### src/rtl/fetch_unit_pkg.sv
// Shared CPU definitions for the fetch stage: datapath widths, RV32 major opcodes,
// the canonical NOP encoding and the fetch controller state encoding.
package fetch_unit_pkg;

    localparam int CPU_INST_SIZE = 32;
    localparam int CPU_DATA_SIZE = 32;

    // ADDI x0, x0, 0
    localparam logic [31:0] NOP_INSTR = 32'h0000_0013;

    typedef enum logic [6:0] {
        OPC_LOAD     = 7'h03,
        OPC_MISC_MEM = 7'h0F,
        OPC_OP_IMM   = 7'h13,
        OPC_AUIPC    = 7'h17,
        OPC_STORE    = 7'h23,
        OPC_OP       = 7'h33,
        OPC_LUI      = 7'h37,
        OPC_BRANCH   = 7'h63,
        OPC_JALR     = 7'h67,
        OPC_JAL      = 7'h6F,
        OPC_SYSTEM   = 7'h73
    } t_opcode;

    typedef enum logic [1:0] {
        ST_FETCH   = 2'd0,
        ST_WAIT    = 2'd1,
        ST_DISCARD = 2'd2
    } t_fetch_state;

endpackage

### src/rtl/fetch_skid_buffer.sv
// Two-entry in-order buffer (output slot + skid slot) between instruction memory
// responses and decode, with a flush that empties both slots.
module fetch_skid_buffer #(
    parameter int               WIDTH      = 64,
    parameter logic [WIDTH-1:0] RESET_DATA = '0
) (
    input  logic             i_clk,
    input  logic             i_rst,
    input  logic             i_flush,
    input  logic             i_valid,
    output logic             o_ready,
    input  logic [WIDTH-1:0] i_data,
    output logic             o_valid,
    input  logic             i_ready,
    output logic [WIDTH-1:0] o_data,
    output logic [1:0]       o_count
);

    logic             out_valid_q, out_valid_d;
    logic             skid_valid_q, skid_valid_d;
    logic [WIDTH-1:0] out_data_q, out_data_d;
    logic [WIDTH-1:0] skid_data_q, skid_data_d;
    logic             out_free;

    assign out_free = !out_valid_q || i_ready;

    // An older skid entry always moves up before a new response, keeping order.
    always_comb begin
        out_valid_d  = out_valid_q;
        out_data_d   = out_data_q;
        skid_valid_d = skid_valid_q;
        skid_data_d  = skid_data_q;
        if (i_flush) begin
            out_valid_d  = 1'b0;
            skid_valid_d = 1'b0;
        end else if (out_free) begin
            if (skid_valid_q) begin
                out_valid_d  = 1'b1;
                out_data_d   = skid_data_q;
                skid_valid_d = i_valid;
                if (i_valid) begin
                    skid_data_d = i_data;
                end
            end else begin
                out_valid_d = i_valid;
                if (i_valid) begin
                    out_data_d = i_data;
                end
            end
        end else if (i_valid && !skid_valid_q) begin
            skid_valid_d = 1'b1;
            skid_data_d  = i_data;
        end
    end

    always_ff @(posedge i_clk) begin
        if (i_rst) begin
            out_valid_q  <= 1'b0;
            out_data_q   <= RESET_DATA;
            skid_valid_q <= 1'b0;
            skid_data_q  <= RESET_DATA;
        end else begin
            out_valid_q  <= out_valid_d;
            out_data_q   <= out_data_d;
            skid_valid_q <= skid_valid_d;
            skid_data_q  <= skid_data_d;
        end
    end

    assign o_ready = !skid_valid_q || i_ready;
    assign o_valid = out_valid_q;
    assign o_data  = out_data_q;
    assign o_count = {1'b0, out_valid_q} + {1'b0, skid_valid_q};

endmodule

### src/rtl/fetch_unit.sv
// Instruction fetch stage: issues sequential instruction-memory requests, pairs
// in-order responses with their PC, buffers two entries for decode, handles redirects.
module fetch_unit
    import fetch_unit_pkg::*;
#(
    parameter int                   INST_SIZE = CPU_INST_SIZE,
    parameter int                   DATA_SIZE = CPU_DATA_SIZE,
    parameter logic [DATA_SIZE-1:0] RESET_PC  = '0
) (
    input  logic                 i_clk,
    input  logic                 i_rst,
    output logic                 o_imem_req,
    output logic [DATA_SIZE-1:0] o_imem_addr,
    input  logic                 i_imem_gnt,
    input  logic                 i_imem_rvalid,
    input  logic [INST_SIZE-1:0] i_imem_rdata,
    input  logic                 i_redirect,
    input  logic [DATA_SIZE-1:0] i_redirect_pc,
    output logic                 o_valid,
    input  logic                 i_ready,
    output logic [INST_SIZE-1:0] o_instr,
    output t_opcode              o_op,
    output logic [DATA_SIZE-1:0] o_pc,
    output logic                 o_misaligned
);

    t_fetch_state         state_q, state_d;
    logic [DATA_SIZE-1:0] pc_q, pc_d;
    logic [DATA_SIZE-1:0] rsp_pc_q, rsp_pc_d;
    logic [1:0]           inflight_q, inflight_d;
    logic                 misaligned_q, misaligned_d;

    logic                 buf_in_ready;
    logic [1:0]           buf_count;
    logic [INST_SIZE+DATA_SIZE-1:0] buf_out_data;
    logic [DATA_SIZE-1:0] redirect_aligned;
    logic [2:0]           occupancy;
    logic                 grant;
    logic                 drain;
    logic                 rsp_valid;
    logic                 rsp_accept;

    assign redirect_aligned = {i_redirect_pc[DATA_SIZE-1:2], 2'b00};
    assign grant            = o_imem_req && i_imem_gnt;
    assign drain            = o_valid && i_ready;

    // A slot being drained this cycle is credited so a steady stream never stalls.
    assign occupancy  = 3'(buf_count) + 3'(inflight_q) - 3'(drain);
    assign o_imem_req = !i_rst && !i_redirect && (state_q != ST_DISCARD)
                        && (occupancy < 3'd2);
    assign o_imem_addr = pc_q;

    assign rsp_valid  = i_imem_rvalid && (inflight_q != 2'd0);
    assign rsp_accept = rsp_valid && !i_redirect && (state_q != ST_DISCARD)
                        && buf_in_ready;

    // Responses return in order and fetch is sequential between redirects,
    // so the next response's PC is just the previous one plus 4.
    always_comb begin
        state_d      = state_q;
        pc_d         = pc_q;
        rsp_pc_d     = rsp_pc_q;
        inflight_d   = inflight_q;
        misaligned_d = i_redirect && (i_redirect_pc[1:0] != 2'b00);
        if (i_redirect) begin
            pc_d       = redirect_aligned;
            rsp_pc_d   = redirect_aligned;
            inflight_d = inflight_q - {1'b0, rsp_valid};
            state_d    = (inflight_d != 2'd0) ? ST_DISCARD : ST_FETCH;
        end else begin
            if (grant) begin
                pc_d = pc_q + DATA_SIZE'(4);
            end
            if (rsp_accept) begin
                rsp_pc_d = rsp_pc_q + DATA_SIZE'(4);
            end
            inflight_d = inflight_q + {1'b0, grant} - {1'b0, rsp_valid};
            case (state_q)
                ST_FETCH, ST_WAIT: state_d = (inflight_d != 2'd0) ? ST_WAIT : ST_FETCH;
                ST_DISCARD:        state_d = (inflight_d != 2'd0) ? ST_DISCARD : ST_FETCH;
                default:           state_d = ST_FETCH;
            endcase
        end
    end

    always_ff @(posedge i_clk) begin
        if (i_rst) begin
            state_q      <= ST_FETCH;
            pc_q         <= RESET_PC;
            rsp_pc_q     <= RESET_PC;
            inflight_q   <= 2'd0;
            misaligned_q <= 1'b0;
        end else begin
            state_q      <= state_d;
            pc_q         <= pc_d;
            rsp_pc_q     <= rsp_pc_d;
            inflight_q   <= inflight_d;
            misaligned_q <= misaligned_d;
        end
    end

    fetch_skid_buffer #(
        .WIDTH      (INST_SIZE + DATA_SIZE),
        .RESET_DATA ({INST_SIZE'(NOP_INSTR), RESET_PC})
    ) u_skid (
        .i_clk   (i_clk),
        .i_rst   (i_rst),
        .i_flush (i_redirect),
        .i_valid (rsp_accept),
        .o_ready (buf_in_ready),
        .i_data  ({i_imem_rdata, rsp_pc_q}),
        .o_valid (o_valid),
        .i_ready (i_ready),
        .o_data  (buf_out_data),
        .o_count (buf_count)
    );

    assign o_instr      = buf_out_data[DATA_SIZE +: INST_SIZE];
    assign o_pc         = buf_out_data[DATA_SIZE-1:0];
    assign o_op         = t_opcode'(o_instr[6:0]);
    assign o_misaligned = misaligned_q;

    // A response with nothing outstanding points at a broken memory model.
    assert property (@(posedge i_clk) disable iff (i_rst)
        !(i_imem_rvalid && (inflight_q == 2'd0)));

endmodule

### config.mk
export PLATFORM = sky130hd
export DESIGN_NAME = fetch_unit
export DESIGN_NICKNAME = d
export VERILOG_FILES = /design/src/rtl/fetch_unit_pkg.sv /design/src/rtl/fetch_skid_buffer.sv /design/src/rtl/fetch_unit.sv
export SDC_FILE = /design/constraint.sdc
export NUM_CORES = 1
export LEC_CHECK = 0
export ABC_CLOCK_PERIOD_IN_PS = 11100
export CAP_MARGIN = 5
export CORE_MARGIN = 10
export CORE_UTILIZATION = 40
export DETAILED_ROUTE_END_ITERATION = 8
export MAX_ROUTING_LAYER = met4
export PLACE_DENSITY_LB_ADDON = 0.25
export SLEW_MARGIN = 10
export SYNTH_ARGS = -nofsm -noshare
export SYNTH_HDL_FRONTEND = slang
export SYNTH_SLANG_ARGS = --single-unit
### constraint.sdc
create_clock -name i_clk -period 11.1 [get_ports i_clk]
set_input_delay 2.22 -clock i_clk [delete_from_list [all_inputs] [get_ports i_clk]]
set_output_delay 2.22 -clock i_clk [all_outputs]
set_load 0.005 [all_outputs]
Word-level counts from Yosys, hierarchy flattened
Index checks and enable logic that the tools add are counted.

Reductions and logical operators: 30. $add $sub $neg: 8. $lt $le $gt $ge: 1. Multiplexer cells: 19. Equality and inequality tests: 5. Bitwise logic cells: 1.

Operators with widths (number): 2-to-1 mux 64 bit (5); 2-to-1 mux 32 bit (4); adder 32 x 3 -> 32 bit, second input constant (2); nonzero test 2 bit (8); logical AND 1 bit (11); 2-to-1 mux 2 bit (4); 2-to-1 mux 1 bit (5); zero test 1 bit (4); inequality test 2 x 1 -> 1 bit, second input constant (2); case mux 2 bit (2 select lines) (1); AND reduction 4 bit (1); OR reduction 2 bit (2); subtractor 2 x 1 -> 2 bit (2); adder 2 x 2 -> 3 bit (1); less-than comparator 3 x 2 -> 1 bit, second input constant (1); AND reduction 3 bit (1); subtractor 3 x 1 -> 3 bit (1); adder 1 x 1 -> 2 bit (1); adder 2 x 1 -> 2 bit (1); == test 2 x 1 -> 1 bit, second input constant (1); == test 2 bit, second input constant (1); zero test 2 bit (1); logical OR 1 bit (2); inequality test 2 bit, second input constant (1); NOT 1 bit (1).

Word-level logic and storage cells: 75. Output and inout bits: 106. Flip-flop bits (word level): 199. Bits of input ports: 70.

Longest topological paths before layout
Word-level depth: 12. Gate-level depth with buffers: 20. Depth with buffers taken out: 17.

Modules after synthesis
From an unflattened synthesis, not the netlist that was laid out.

Cell total of the unflattened synthesis: 1035. Area total of the unflattened synthesis: 9571.7 sq um.

Modules (own cells, without submodules): fetch_skid_buffer (instances 1, cells each 578, sequential area each 2602.5 sq um, area an instance 5810.6 sq um); fetch_unit (instances 1, cells each 457, sequential area each 1301.2 sq um, area an instance 3761.1 sq um).

Worst setup path after synthesis
OpenSTA, ideal clock, no wires.

Path type: input port to output port. Start point: input i_ready. End point: output o_imem_req. Cell stages on the path: 8. Path slack: 4.958 ns. Arrival: 3.922 ns. Data required time: 8.880 ns. Buffers on the path: 0. Cells stage by stage: and2_1 ha_1 inv_1 ha_1 a21o_1 fa_1 xor2_2 nor4b_1.

Word-level cells in the longest chain between the ends: 4.

RTL lines: start: declaration (line fetch_unit.sv:20) `input logic i_ready,`; logical AND 1 bit (line fetch_unit.sv:45) `assign drain = o_valid && i_ready;`; subtractor 3 x 1 -> 3 bit (line fetch_unit.sv:48) `assign occupancy = 3'(buf_count) + 3'(inflight_q) - 3'(drain);`; less-than comparator 3 x 2 -> 1 bit (line fetch_unit.sv:50) `&& (occupancy < 3'd2);`; logical AND 1 bit (line fetch_unit.sv:50); end: declaration (line fetch_unit.sv:12) `output logic o_imem_req,`.

Every way passes these cells.

Worst setup path after layout
Ends and elaborated chain as after synthesis.

==> metrics.md <==
| Metric | Value |
|---|---|
| Run status | finished clean |
| Pwr Total | 0.001837 W |
| Clk buf depth | 2 |
| Worst reg2reg path depth | 17 |
| Hold slack | 0.4532 ns |
| # IOs | 176 |
| Maximum vdd ir drop | 0.0001091 V |
| Post-synth top flop | dfxtp_1 |
| Sequential fraction of the synthesis area | 0.4324 |
| Final wirelength | 24420 um |
| Worst path arrival time | 5.10 ns |
| CTS tree | yes |
| Syn Area/Cell | 8.478 sq um |
| Starting density of the core | 0.4064 |
| Drt first pass iters | 5 |
| ANT cells | 0 |
| WL/cell | 16.82 um |
| Vias | 7675 |
| Leak | 3.702 nW |
| Placer Congestion | 0.8834 |
| Number of remaining DRC errors | 0 |
| Final setup violating endpoints | 0 |
| Fin. max-slew vios | 0 |
| CP Launch Type | input port |
| Power per cell area | 163.7 nW/um^2 |
| Total gr overflow | 0 |
| RSZ-0062 raised after global routing | no |
| Ys async rst share | 0 |
| Minimum clock period | 7.322 ns |
| F_max | 136.6 MHz |
| CP max stage delay | 0.60 ns |
| Antenna violations before repair | 0 |
| Drt initial violations | 518 |
| Synth top area share | 0.4324 |
| Top Family by Delay on Critical Path | buffers and inverters |
| Yosys top cell by area | dfxtp_1 |
| Cts bufs inserted | 17 |
| Cell Chain, Critical Path | clkdlybuf4s50_1 > and2_1 > ha_1 > inv_1 > ha_1 > a21o_1 > fa_1 > xor2_2 > nor4b_1 > clkdlybuf4s50_1 |
| Worst reg2reg startpoint | u_skid.skid_valid_q |
| H-tree depth | 4 |
| Crit. End Element | output port |
| Clk_lat worst skew | 0.43 ns |
| Die H | 168.7 um |
| IO Port Bufs | 171 |
| Crit-path slowest cell | clkdlybuf4s50_1 |
| Ranking of synthesized cells by area | dfxtp_1, mux2i_1, nand2_1 |
| Worst Skew | 0.01322 ns |
| Layout cells sized above 1 | 0.05717 |
| Post-synth EDFFs | 0 |
| PostCTS Resize Cnt | 0 |
| Worst slew margin | 0.3408 |
| Mapped Area | 8842 sq um |
| CP max FO | 4 |
| Fin. Hold Viols | 0 |
| Synth warnings | 0 |
| Die X | 168.7 um |
| Hold Path Stages | 2 |
| Design area | 11220 sq um |
| CP bufs+invs | 3 |
| Hold_buf cts | 0 |
| Number of placement rows | 54 |
| Post-DR vias/cell | 5.286 |
| Post-route ant nets | 0 |
| Slew @ Worst Pin | 0.9889 ns |
| Min-delay worst type | register to register |
| First-pass GRT wire length | 38900 um |
| Root buf cell | clkbuf_16 |
| Reg-to-reg endpoint | state_q[1] |
| Max-cap check violation count | 0 |
| Setup Buffers After CTS | 0 |
| Most frequent cells in the layout | dfxtp_1, clkdlybuf4s50_1, nand2_1 |
| Tcrit/Tclk final | 0.6597 |
| Register bit total from synthesis | 191 |
| Yosys cell types | 64 |
| Num Clock Sinks | 191 |
| Pin count of the biggest net entering global routing | 95 |
| Nets | 1237 |
| Req. time, crit path | 8.88 ns |
| Core box area | 21760 sq um |
| Die area | 28450 sq um |
| Vias in the first global route | 7148 |
| HP Start | u_skid.skid_data_q[31] |
| Final sum of negative setup slack | 0 ns |
| Clk slew on worst S/H paths | 0.07 ns |
| P&R area growth vs syn | 26.89% |
| Area post-placement | 10610 sq um |
| Hold EP | u_skid.skid_data_q[31] |
| Type of the worst setup path | input port to output port |
| R2R setup slack | 6.84 ns |
| Most common cell after layout, fill and taps aside | dfxtp_1 |
| DP Wirelength | 17300 um |
| Cells after Synth | 1043 |
| GRT Util Overall | 0.1696 |
-- cell type report --
cell class,count,area (sq um)
Clock inverter,15,180.2
Timing Repair Buffer,182,1787
Multi-Input combinational cell,734,4523
Fill cell,2102,10540
Clock buffer,17,425.4
Tap cell,280,350.3
Inverter,33,126.4
Sequential cell,191,3827
-- power by group --
| group | switching (W) | internal (W) | total (W) |
|---|---|---|---|
| Clock | 0.000288 | 0.000340 | 0.000629 |
| Combinational | 0.000196 | 0.000209 | 0.000405 |
| Sequential | 0.0000556 | 0.000748 | 0.000803 |
-- synth_stat cells (all sizes together), types with 4 or more instances --
library cell and count:
o22ai 6, or3 7, a22oi 4, nand2 166, o21ai 9, xor2 30, and2 10, nor4 6
mux2i 63, a21oi 87, ha 7, a211oi 64, and4 9, nor2 92, xnor2 14, clkbuf 62
buf 26, nand3 20, inv 33, o31a 5, and3 8, nand4 30, mux2 5, nor3 10
a21boi 24, a31oi 8, dfxtp 191, o21a 9
-- how the worst max path moves through the flow --
| stage | to | cells after the start | startpoint | slack [ns] |
|---|---|---|---|---|
| after floorplan | o_imem_req | 8 | i_ready | 4.96 |
| after global placement | o_imem_req | 10 | i_ready | 3.85 |
| after detailed placement | o_imem_req | 10 | i_ready | 3.77 |
| after CTS | o_imem_req | 10 | i_ready | 3.75 |
| after global routing | o_imem_req | 10 | i_ready | 3.59 |
| final | o_imem_req | 10 | i_ready | 3.78 |
-- flip-flops by register name, indices dropped and copies added (netlist names) --
signal and cells:
rsp_pc_q 30, o_imem_addr 30, o_misaligned 1, inflight_q 2
u_skid.skid_valid_q 1, u_skid.skid_data_q 62, u_skid.o_valid 1, u_skid.o_data 62
state_q 2
-- per-layer routing --
| layer | track usage | vias up | routed length (um) |
|---|---|---|---|
| met5 | - | - | 0 |
| met4 | 0.05072 | 0 | 361 |
| met3 | 0.03196 | 24 | 1198 |
| met2 | 0.2442 | 213 | 10720 |
| met1 | 0.2353 | 3569 | 12140 |
| li1 | - | 3869 | - |
-- cells by family (layout without fill, tap and decap cells) --
family          count (synthesis)  count (layout)  synth area share
xor+xnor                       45              45           0.04712
compound gates                233             233            0.1716
other cells                     1               4         0.0004241
simple gates                  376             376            0.1995
buf+inv                       121             247           0.05858
mux                            68              68           0.07811
fa+ha+maj                       8               8           0.01217
flops                         191             191            0.4324
-- stage by stage --
| stage | instances | util | setup WS (ns) |
|---|---|---|---|
| after floorplan | 1046 | - | 4.958 |
| after global placement | 1420 | 0.4879 | 3.849 |
| after detailed placement | 1420 | 0.4879 | 3.769 |
| after CTS | 1452 | 0.5157 | 3.746 |
| after global routing | 1452 | 0.5157 | 3.590 |
| final | 1452 | 0.5157 | 3.778 |
-- worst min-delay path, delay by kind of cell (launching register included) --
kind | cells | cell delay [ns]
DFF | 1 | 0.31
AOI/OAI and AO/OA | 1 | 0.05
and+or+nand+nor | 1 | 0.05
Power figures use the tool's default switching activity.
